File: src/rtl/gsu_mem_arbiter.sv
// gsu_mem_arbiter
// Shares the single cartridge ROM/RAM bus between the SNES CPU and the two GSU
// requesters (instruction fetch, load/store data). Applies the SCMR RON/RAN
// ownership bits at grant time and runs fixed-length memory cycles.
//
// Ports
//   mck, reset                 master clock, async active-high reset
//   ron, ran                   GSU owns ROM / RAM
//   snes_* (req/we/addr/wdata) SNES slot request, snes_ack/snes_rdata back
//   fet_*  (req/addr)          GSU fetch request, fet_ack/fet_rdata back
//   dat_*  (req/we/addr/wdata) GSU data request, dat_ack/dat_rdata back
//   mem_addr/mem_wdata/mem_rd/mem_wr out, mem_rdata in: external bus
//   perf_fet_stall             fetch stall counter (only with ARB_PERF_EN)
//
// Build option: define ARB_PERF_EN to add the perf_fet_stall counter/port.
//
// state    | meaning
// ---------+----------------------------------------------------------
// S_IDLE   | arbitrate; latch winner's address/data/direction
// S_ACCESS | strobe the bus for WAIT_CYC cycles, sample rdata on last
// S_DONE   | one-cycle ack to the owning port
module gsu_mem_arbiter #(
   parameter int unsigned WAIT_CYC   = 3,
   parameter int unsigned STARVE_MAX = 4,
   parameter logic [7:0]  BLOCK_DATA = 8'h00
) (
   input  logic        mck,
   input  logic        reset,
   input  logic        ron,
   input  logic        ran,
   input  logic        snes_req,
   input  logic        snes_we,
   input  logic [23:0] snes_addr,
   input  logic [7:0]  snes_wdata,
   output logic        snes_ack,
   output logic [7:0]  snes_rdata,
   input  logic        fet_req,
   input  logic [23:0] fet_addr,
   output logic        fet_ack,
   output logic [7:0]  fet_rdata,
   input  logic        dat_req,
   input  logic        dat_we,
   input  logic [23:0] dat_addr,
   input  logic [7:0]  dat_wdata,
   output logic        dat_ack,
   output logic [7:0]  dat_rdata,
   output logic [23:0] mem_addr,
   output logic [7:0]  mem_wdata,
   input  logic [7:0]  mem_rdata,
   output logic        mem_rd,
   output logic        mem_wr
`ifdef ARB_PERF_EN
   ,
   output logic [15:0] perf_fet_stall
`endif
);

   localparam int CW = (WAIT_CYC > 1) ? $clog2(WAIT_CYC) : 1;
   localparam int SW = $clog2(STARVE_MAX + 1);
   localparam logic [CW-1:0] CNT_LOAD   = CW'(WAIT_CYC - 1);
   localparam logic [SW-1:0] STARVE_LIM = SW'(STARVE_MAX);

   typedef enum logic [1:0] {S_IDLE, S_ACCESS, S_DONE} state_t;
   typedef enum logic [1:0] {P_NONE, P_SNES, P_DAT, P_FET} port_t;

   state_t        state_q, state_d;
   port_t         port_q, port_d;
   logic [CW-1:0] cnt_q, cnt_d;
   logic [SW-1:0] starve_q, starve_d;
   logic          we_q, we_d;
   logic          strobe_q, strobe_d;
   logic [23:0]   addr_q, addr_d;
   logic [7:0]    wdata_q, wdata_d;
   logic [7:0]    snes_rdata_q, snes_rdata_d;
   logic [7:0]    fet_rdata_q, fet_rdata_d;
   logic [7:0]    dat_rdata_q, dat_rdata_d;

   logic dat_ok, fet_ok, fet_wins, snes_blocked;

   function automatic logic is_ram(input logic [23:0] a);
      return (a[23:16] == 8'h70) || (a[23:16] == 8'h71);
   endfunction

   function automatic logic gsu_owns(input logic [23:0] a, input logic ron_i, input logic ran_i);
      return is_ram(a) ? ran_i : ron_i;
   endfunction

   assign dat_ok       = dat_req && gsu_owns(dat_addr, ron, ran);
   assign fet_ok       = fet_req && gsu_owns(fet_addr, ron, ran);
   assign fet_wins     = fet_ok && (!dat_ok || (starve_q == STARVE_LIM));
   assign snes_blocked = gsu_owns(snes_addr, ron, ran);

   always_comb begin
      state_d      = state_q;
      port_d       = port_q;
      cnt_d        = cnt_q;
      starve_d     = starve_q;
      we_d         = we_q;
      strobe_d     = strobe_q;
      addr_d       = addr_q;
      wdata_d      = wdata_q;
      snes_rdata_d = snes_rdata_q;
      fet_rdata_d  = fet_rdata_q;
      dat_rdata_d  = dat_rdata_q;

      unique case (state_q)
         S_IDLE: begin
            if (snes_req) begin
               state_d  = S_ACCESS;
               port_d   = P_SNES;
               addr_d   = snes_addr;
               wdata_d  = snes_wdata;
               we_d     = snes_we;
               // A blocked SNES access spends a single strobe-less cycle in
               // ACCESS so its ack lands two cycles after the grant.
               strobe_d = !snes_blocked;
               cnt_d    = snes_blocked ? '0 : CNT_LOAD;
            end else if (fet_wins) begin
               state_d  = S_ACCESS;
               port_d   = P_FET;
               addr_d   = fet_addr;
               we_d     = 1'b0;
               strobe_d = 1'b1;
               cnt_d    = CNT_LOAD;
               starve_d = '0;
            end else if (dat_ok) begin
               state_d  = S_ACCESS;
               port_d   = P_DAT;
               addr_d   = dat_addr;
               wdata_d  = dat_wdata;
               we_d     = dat_we;
               // Stores into ROM run the full sequence but never pulse mem_wr.
               strobe_d = !(dat_we && !is_ram(dat_addr));
               cnt_d    = CNT_LOAD;
               if (fet_req && (starve_q != STARVE_LIM)) begin
                  starve_d = starve_q + SW'(1);
               end
            end
         end

         S_ACCESS: begin
            if (cnt_q == '0) begin
               state_d = S_DONE;
               if (!we_q) begin
                  unique case (port_q)
                     P_SNES:  snes_rdata_d = strobe_q ? mem_rdata : BLOCK_DATA;
                     P_FET:   fet_rdata_d  = mem_rdata;
                     P_DAT:   dat_rdata_d  = mem_rdata;
                     default: ;
                  endcase
               end
            end else begin
               cnt_d = cnt_q - CW'(1);
            end
         end

         S_DONE:  state_d = S_IDLE;
         default: state_d = S_IDLE;
      endcase
   end

   always_ff @(posedge mck or posedge reset) begin
      if (reset) begin
         state_q      <= S_IDLE;
         port_q       <= P_NONE;
         cnt_q        <= '0;
         starve_q     <= '0;
         we_q         <= 1'b0;
         strobe_q     <= 1'b0;
         addr_q       <= '0;
         wdata_q      <= '0;
         snes_rdata_q <= '0;
         fet_rdata_q  <= '0;
         dat_rdata_q  <= '0;
      end else begin
         state_q      <= state_d;
         port_q       <= port_d;
         cnt_q        <= cnt_d;
         starve_q     <= starve_d;
         we_q         <= we_d;
         strobe_q     <= strobe_d;
         addr_q       <= addr_d;
         wdata_q      <= wdata_d;
         snes_rdata_q <= snes_rdata_d;
         fet_rdata_q  <= fet_rdata_d;
         dat_rdata_q  <= dat_rdata_d;
      end
   end

   assign mem_addr   = addr_q;
   assign mem_wdata  = wdata_q;
   assign mem_rd     = (state_q == S_ACCESS) && strobe_q && !we_q;
   assign mem_wr     = (state_q == S_ACCESS) && strobe_q && we_q;
   assign snes_ack   = (state_q == S_DONE) && (port_q == P_SNES);
   assign fet_ack    = (state_q == S_DONE) && (port_q == P_FET);
   assign dat_ack    = (state_q == S_DONE) && (port_q == P_DAT);
   assign snes_rdata = snes_rdata_q;
   assign fet_rdata  = fet_rdata_q;
   assign dat_rdata  = dat_rdata_q;

`ifdef ARB_PERF_EN
   logic [15:0] perf_q, perf_d;

   always_comb begin
      perf_d = perf_q;
      if (fet_req && !fet_ack && (perf_q != 16'hFFFF)) begin
         perf_d = perf_q + 16'd1;
      end
   end

   always_ff @(posedge mck or posedge reset) begin
      if (reset) perf_q <= '0;
      else       perf_q <= perf_d;
   end

   assign perf_fet_stall = perf_q;
`endif

endmodule
File: config.mk
export PLATFORM = sky130hd
export DESIGN_NAME = gsu_mem_arbiter
export DESIGN_NICKNAME = d
export VERILOG_FILES = /design/src/rtl/gsu_mem_arbiter.sv
export SDC_FILE = /design/constraint.sdc
export NUM_CORES = 1
export LEC_CHECK = 0
export CAP_MARGIN = 20
export CELL_PAD_IN_SITES_DETAIL_PLACEMENT = 1
export CELL_PAD_IN_SITES_GLOBAL_PLACEMENT = 1
export CORE_UTILIZATION = 32
export DETAILED_ROUTE_END_ITERATION = 10
export PLACE_DENSITY = 0.92
export SETUP_SLACK_MARGIN = 0.3
export SLEW_MARGIN = 20
export SYNTH_ARGS = -nofsm -noshare
export SYNTH_HDL_FRONTEND = slang
export SYNTH_SLANG_ARGS = --single-unit
File: constraint.sdc
create_clock -name mck -period 3.2 [get_ports mck]
set_clock_uncertainty 0.2 [all_clocks]
set_input_delay 0.32 -clock mck [delete_from_list [all_inputs] [get_ports mck]]
set_output_delay 0.32 -clock mck [all_outputs]
set_load 0.02 [all_outputs]
==> flow_summary.ini, run 1 <==
[critical_path]
crit_family = compound AO/OA/AOI/OAI gates
r2r-end = mem_addr[22]$_DFFE_PP0P_
worst-path-buf-inv = 1
crit_fanout = 17
cp-endpoint = mem_addr[22]$_DFFE_PP0P_
cp-end-kind = register
path_cells = clkdlybuf4s50_1, or3_4, o211ai_1, a21o_1, a31oi_1, a21boi_0, o31ai_1
critical_path.startpoint_type = input pin
critPathRequiredTime_ns = 3.26
max_stage_delay_ns = 0.56
rr_startpoint = starve_q[0]$_DFFE_PP0P_
startpoint = dat_addr[17]
path_depth = 7
path_class = in -> reg
ff2ff_path_depth = 7
cp.arrival_ns = 2.67
cp_slowest_cell = a21o_1
regToRegSetupSlack_ns = 0.92

[clock_tree]
insertion_delay_ns = 0.36
root_buffer = clkbuf_8
cts_buffer_depth = 2
cts_resized = 0
cts_tree = done
cts_sinks = 67
cts.clk_slew.worst_paths_ns = 0.08
cts_hold_buf = 0
cts_max_level = 3
cts_setup_buffers = 0
cts_buffers = 9

[global_route]
grt_pass1_vias = 3654
antenna_found_initial = 0
grt_pass1_wl_mm = 19.3
grt_start_max_net_pins = 68
grt-ovfl-total = 0
grtUsageTotal_pct = 22.4

[yosys]
synthCells = 336
ys_seq_area_share_pct = 48.6
syn_area_per_cell_sq_um = 10.3
ys_ff_latch = 67
ys.flop_type = dfrtp_1
synthArstFlopShare_pct = 100
synth_area_sq_um = 3450
ys_types = 51
synth_nets = 444
yosys_warnings = 0
synth_edf_count = 0

[floorplan]
io_pins = 166
die_h_microns = 106
rows = 37
core_sq_um = 10400
die_w_microns = 106
dieArea_sq_um = 11200
initial_core_util_pct = 33.3

[routing]
viasPerCell = 5.23
wl_per_cell_microns = 18.9
vias = 3361
drcViolationCount = 0
first_pass_iters = 4
ant_nets = 0
drt_iter0_drc = 96
wirelength_mm = 12.1

[place]
dp_hpwl_mm = 9.26
gp_congestion = 0.834
postPlaceCellArea_sq_um = 5250
placedCellCount = 627
port_buffers = 165

[timing]
finalCritPeriodShare_pct = 81.5
setup_viol = 0
period_needed_ns = 2.61
fin_setup_tns_ns = 0
worst_pin_slew_ns = 0.870
hold_viol = 0
timing.fmax_ghz = 0.383
holdWs_ns = 0.215
rsz0062_at_grt = no
maxSlewViolCount = 0
relSlewSlack_pct = 42.0

[layout]
n_fill_cell = 1184
fin_nets = 610
area_growth_pct = 58.1
multi_input_area_sq_um = 1650
antenna_cells = 0
layout-drive-gt1-share_pct = 14.0
finalNonFillerCells = 643
design_area_sq_um = 5450
regArea_sq_um = 1680

[pwr]
seqPwrFrac_pct = 32.8
power_frac_comb_pct = 51.0
power.leakage_nw = 2.21
peakVddDrop_uv = 407
power_w = 0.00466
power_frac_clock_pct = 16.2
p_sw_share_pct = 40.2
p_per_area_nw_per_um2 = 855
switching_power_w = 0.00187
intPower_w = 0.00279

[status]
status = finished, final reports clean

[job]
drv_cap = 0

[hold_path]
hold_class = in -> reg
layer usage:
metal | part of all wire (%) | vias up | GRT usage (%)
met5 | 0 | - | 0
met4 | 1.9 | 0 | 7.54
met3 | 5.0 | 22 | 4.76
met2 | 54 | 119 | 41.0
met1 | 39 | 1671 | 25.7
li1 | - | 1549 | -
power by group through the flow:
stage          registers (W)  logic (W)  clock network (W)
6_report             0.00153    0.00238           0.000756
5_1_grt              0.00158    0.00255           0.000812
4_1_cts              0.00153    0.00240           0.000775
3_5_place_dp         0.00155    0.00238                  0
3_3_place_gp         0.00151    0.00229                  0
2_1_floorplan        0.00190   0.000823                  0
worst min path at each step:
stage	start	end	slack, ns	cells past startpoint
after global routing	snes_req	port_q[1]$_DFFE_PP0P_	0.23	2
after global placement	snes_rdata[6]$_DFFE_PP0P_	snes_rdata[6]$_DFFE_PP0P_	0.26	2
after CTS	snes_req	port_q[1]$_DFFE_PP0P_	0.19	2
after floorplan	dat_addr[0]	mem_addr[0]$_DFFE_PP0P_	0.24	1
final	snes_req	port_q[1]$_DFFE_PP0P_	0.21	2
after detailed placement	mem_addr[19]$_DFFE_PP0P_	mem_addr[19]$_DFFE_PP0P_	0.27	2
flip-flops by register name (all words and copies together) (netlist names):
name and flops:
cnt_q 2, dat_rdata 8, fet_rdata 8, mem_addr 24, mem_wdata 8, port_q 2
snes_rdata 8, starve_q 3, state_q 2, strobe_q 1, we_q 1
synth_stat cells (6+ instances only):
master,count,area (sq um)
dfrtp_1,67,1680
mux2_2,33,372
a31oi_1,15,93.8
a21boi_0,9,67.6
inv_1,7,26.3
buf_2,6,30.0
o21ai_0,30,150
o2bb2ai_1,9,78.8
a221oi_1,9,78.8
o21ai_1,9,45.0
nand2_1,44,165
nor2_1,19,71.3
clkbuf_1,9,33.8
nor2b_1,10,62.6
cells in the final DEF (no fill, tap or decap), types with 10 or more instances in the layout:
master             n
clkdlybuf4s50_1  164
dfrtp_1           67
nand2_1           44
mux2_2            33
o21ai_0           30
nor2_1            19
a31oi_1           15
nor2b_1           10
buf_4             10
worst register-to-register path: cells and delay by family (launching register included):
kind	cells	cell delay, ns
compound gates	4	1.16
simple gates	1	0.19
buf+inv	1	0.08
fa+ha+maj	1	0.14
flops	1	0.42
metrics by stage:
stage                     utilization, %  setup slack [ns]
after floorplan                        -             0.866
after global placement              50.6             0.313
after detailed placement            50.6             0.244
after CTS                           52.6             0.628
after global routing                52.6             0.391
final                               52.6             0.591
area by class of cell:
class	count	share of cell area, %
timing repair buffer	175	31.6
inverter	8	0.551
tap	136	3.12
sequential	67	30.7
clock inverter	7	1.51
multi-input combinational	241	30.2
clock buffer	9	2.27
cells by family (layout without fill, tap and decap cells):
group	after synthesis	after routing	share of synthesized area, %
AO/OA/AOI/OAI	104	104	20.8
adder cells (fa/ha/maj)	3	3	1.09
buffers and inverters	28	199	3.63
flip-flops	67	67	48.6
multiplexers	34	34	11.1
AND/OR/NAND/NOR	100	100	14.8
No activity file was read; power rests on OpenSTA's default activity.
==> run 2: changes to the inputs <==
--- a/config.mk
+++ b/config.mk
@@ -8,9 +8,9 @@
 export CAP_MARGIN = 20
 export CELL_PAD_IN_SITES_DETAIL_PLACEMENT = 1
 export CELL_PAD_IN_SITES_GLOBAL_PLACEMENT = 1
-export CORE_UTILIZATION = 32
+export CORE_UTILIZATION = 27
 export DETAILED_ROUTE_END_ITERATION = 10
-export PLACE_DENSITY = 0.92
+export PLACE_DENSITY = 0.84
 export SETUP_SLACK_MARGIN = 0.3
 export SLEW_MARGIN = 20
 export SYNTH_ARGS = -nofsm -noshare
==> constraint.sdc (replaced) <==
create_clock -name mck -period 2.2 [get_ports mck]
set_clock_uncertainty 0.2 [all_clocks]
set_input_delay 0.22 -clock mck [delete_from_list [all_inputs] [get_ports mck]]
set_output_delay 0.22 -clock mck [all_outputs]
set_load 0.02 [all_outputs]
==> run 2 against run 1 <==
Net effect:
- sequential power up 54%
- worst setup slack worse by 0.66 ns
- sequential share of layout area down 5.0 points
- via count up 10%
- worst hold slack worse by 0.11 ns
- highest routed layer unchanged
- wire length up 27%
- clock power up 97%
- global-route usage down 0.94 points
- flip-flop and latch count unchanged
- the run now ends with setup timing left
- total power up 81%
- first-iteration DRC count up 34%
==> flow_summary.ini, run 2 (same netlist as run 1, synthesis figures left out) <==
[floorplan]
initial_core_util_pct = 28.2
io_pins = 166
core_sq_um = 12200
die_h_microns = 115
rows = 40
dieArea_sq_um = 13200
die_w_microns = 115

[critical_path]
cp_slowest_cell = o31ai_4
critical_path.startpoint_type = input pin
critPathRequiredTime_ns = 2.26
cp.arrival_ns = 2.33
max_stage_delay_ns = 0.49
crit_fanout = 6
path_cells = buf_6, or3_4, o211ai_1, nand2_1, o31ai_4, buf_12, buf_6, buf_16, nand2_2, o21ai_1
cp-end-kind = register
crit_family = compound AO/OA/AOI/OAI gates
worst-path-buf-inv = 4
crit_top_cell = buf_6
path_class = in -> reg

[routing]
vias = 3705
viasPerCell = 5.10
drt_iter0_drc = 129
first_pass_iters = 6
wl_per_cell_microns = 21.3
wirelength_mm = 15.5
drcViolationCount = 0
ant_nets = 0

[layout]
largest_register_ffs = 24
antenna_cells = 0
n_fill_cell = 1333
area_growth_pct = 89.1
fin_nets = 662
layout-drive-gt1-share_pct = 37.6
layout_commonest_cell = clkdlybuf4s50_1
final_cell_mix = clkdlybuf4s50_1 (141), dfrtp_1 (64), buf_4 (38), nand2_1 (30), mux2_2 (25)
finalNonFillerCells = 727
fin_util_pct = 53.4

[timing]
maxSlewViolCount = 0
rsz0062_at_grt = yes
worst_pin_slew_ns = 0.516
setup_slack_ns = -0.0723
timing.fmax_ghz = 0.440
fin_setup_tns_ns = -0.250
setup_viol = 6
relSlewSlack_pct = 65.6
finalCritPeriodShare_pct = 103
hold_viol = 0
period_needed_ns = 2.27

[global_route]
grtUsageTotal_pct = 21.5
grt-ovfl-total = 0
antenna_found_initial = 0
grt_pass1_vias = 3983
grt_pass1_wl_mm = 21.3
grt_start_max_net_pins = 36

[pwr]
power.leakage_nw = 2.71
peakVddDrop_uv = 481
power_frac_comb_pct = 54.7
p_per_area_nw_per_um2 = 1300
intPower_w = 0.00511
p_sw_share_pct = 39.6
seqPwrFrac_pct = 27.7
switching_power_w = 0.00335
power_frac_clock_pct = 17.6
power_w = 0.00846

[place]
placedCellCount = 682
port_buffers = 165
gp_congestion = 0.823
dp_hpwl_mm = 9.58

[job]
drv_cap = 0

[clock_tree]
root_buffer = clkbuf_16
cts_max_level = 3
cts.clk_slew.worst_paths_ns = 0.06
cts_buffer_depth = 2
cts_buffers = 9
cts_tree = done
cts_sinks = 67
insertion_delay_ns = 0.34

[hold_path]
hold_class = in -> reg

[status]
violations = setup timing
status = finished with violations
run 2: path summary, 6_finish.rpt:
kind | endpoint | from | slack, ns | cells after the start
max in group asynchronous | state_q[0]$_DFFE_PP0P_ | reset | 1.24 | 3
min in group asynchronous | mem_wdata[2]$_DFFE_PP0P_ | reset | 0.16 | 3
setup / recovery | mem_addr[13]$_DFFE_PP0P_ | dat_addr[18] | -0.07 | 10
hold reg to reg | snes_rdata[4]$_DFFE_PP0P_ | snes_rdata[4]$_DFFE_PP0P_ | 0.29 | 2
setup reg to reg | mem_wdata[2]$_DFFE_PP0P_ | starve_q[0]$_DFFE_PP0P_ | 0.17 | 7
hold / removal | mem_addr[19]$_DFFE_PP0P_ | dat_addr[19] | 0.11 | 4
run 2: timing repair:
action,in CTS,in global routing
buffers inserted,13,7
endpoints found under the hold margin,3,2
endpoints found under the setup margin,62,70
pin swaps,17,29
gates resized for setup,85,100
hold buffers,2,2
gates cloned,3,2
run 2: worst reg2reg max path, stage by stage (launching register included):
cell and delay, ns:
dfrtp_1 0.37, inv_1 0.08, ha_1 0.19, and2_4 0.18, a21o_4 0.24, a21boi_4 0.19, buf_12 0.16, mux2_4 0.31
run 2: area by class of cell:
cell class                 count  area (sq um)  area share, %
clock buffer                  11           243           3.72
clock inverter                 5          62.6          0.959
inverter                       8          33.8          0.518
multi-input combinational    243          2100           32.1
sequential                    67          1680           25.8
tap                          168           210           3.22
timing repair buffer         225          2200           33.7
run 2: per-stage QoR:
stage                     cell area, sq um  hold slack (ns)  setup WS [ns]
after global placement                5560            0.264         -0.566
after detailed placement              5560            0.274         -0.643
after global routing                  6520            0.128         -0.112
final                                 6520            0.105        -0.0723
after CTS                             6170          -0.0735          0.176
after floorplan                       3580            0.144        -0.0166
run 2: power by group through the flow:
stage	Combinational [W]	Clock, W	Sequential, W
after detailed placement	0.00362	0	0.00223
after global placement	0.00353	0	0.00218
after CTS	0.00403	0.00151	0.00223
final	0.00462	0.00149	0.00235
after floorplan	0.00127	0	0.00277
after global routing	0.00488	0.00157	0.00241
run 2: per-layer routing:
metal	track usage [%]	wire, microns
met1	24.8	6080
met2	39.6	8280
met3	3.69	633
met4	7.79	462
met5	0	0
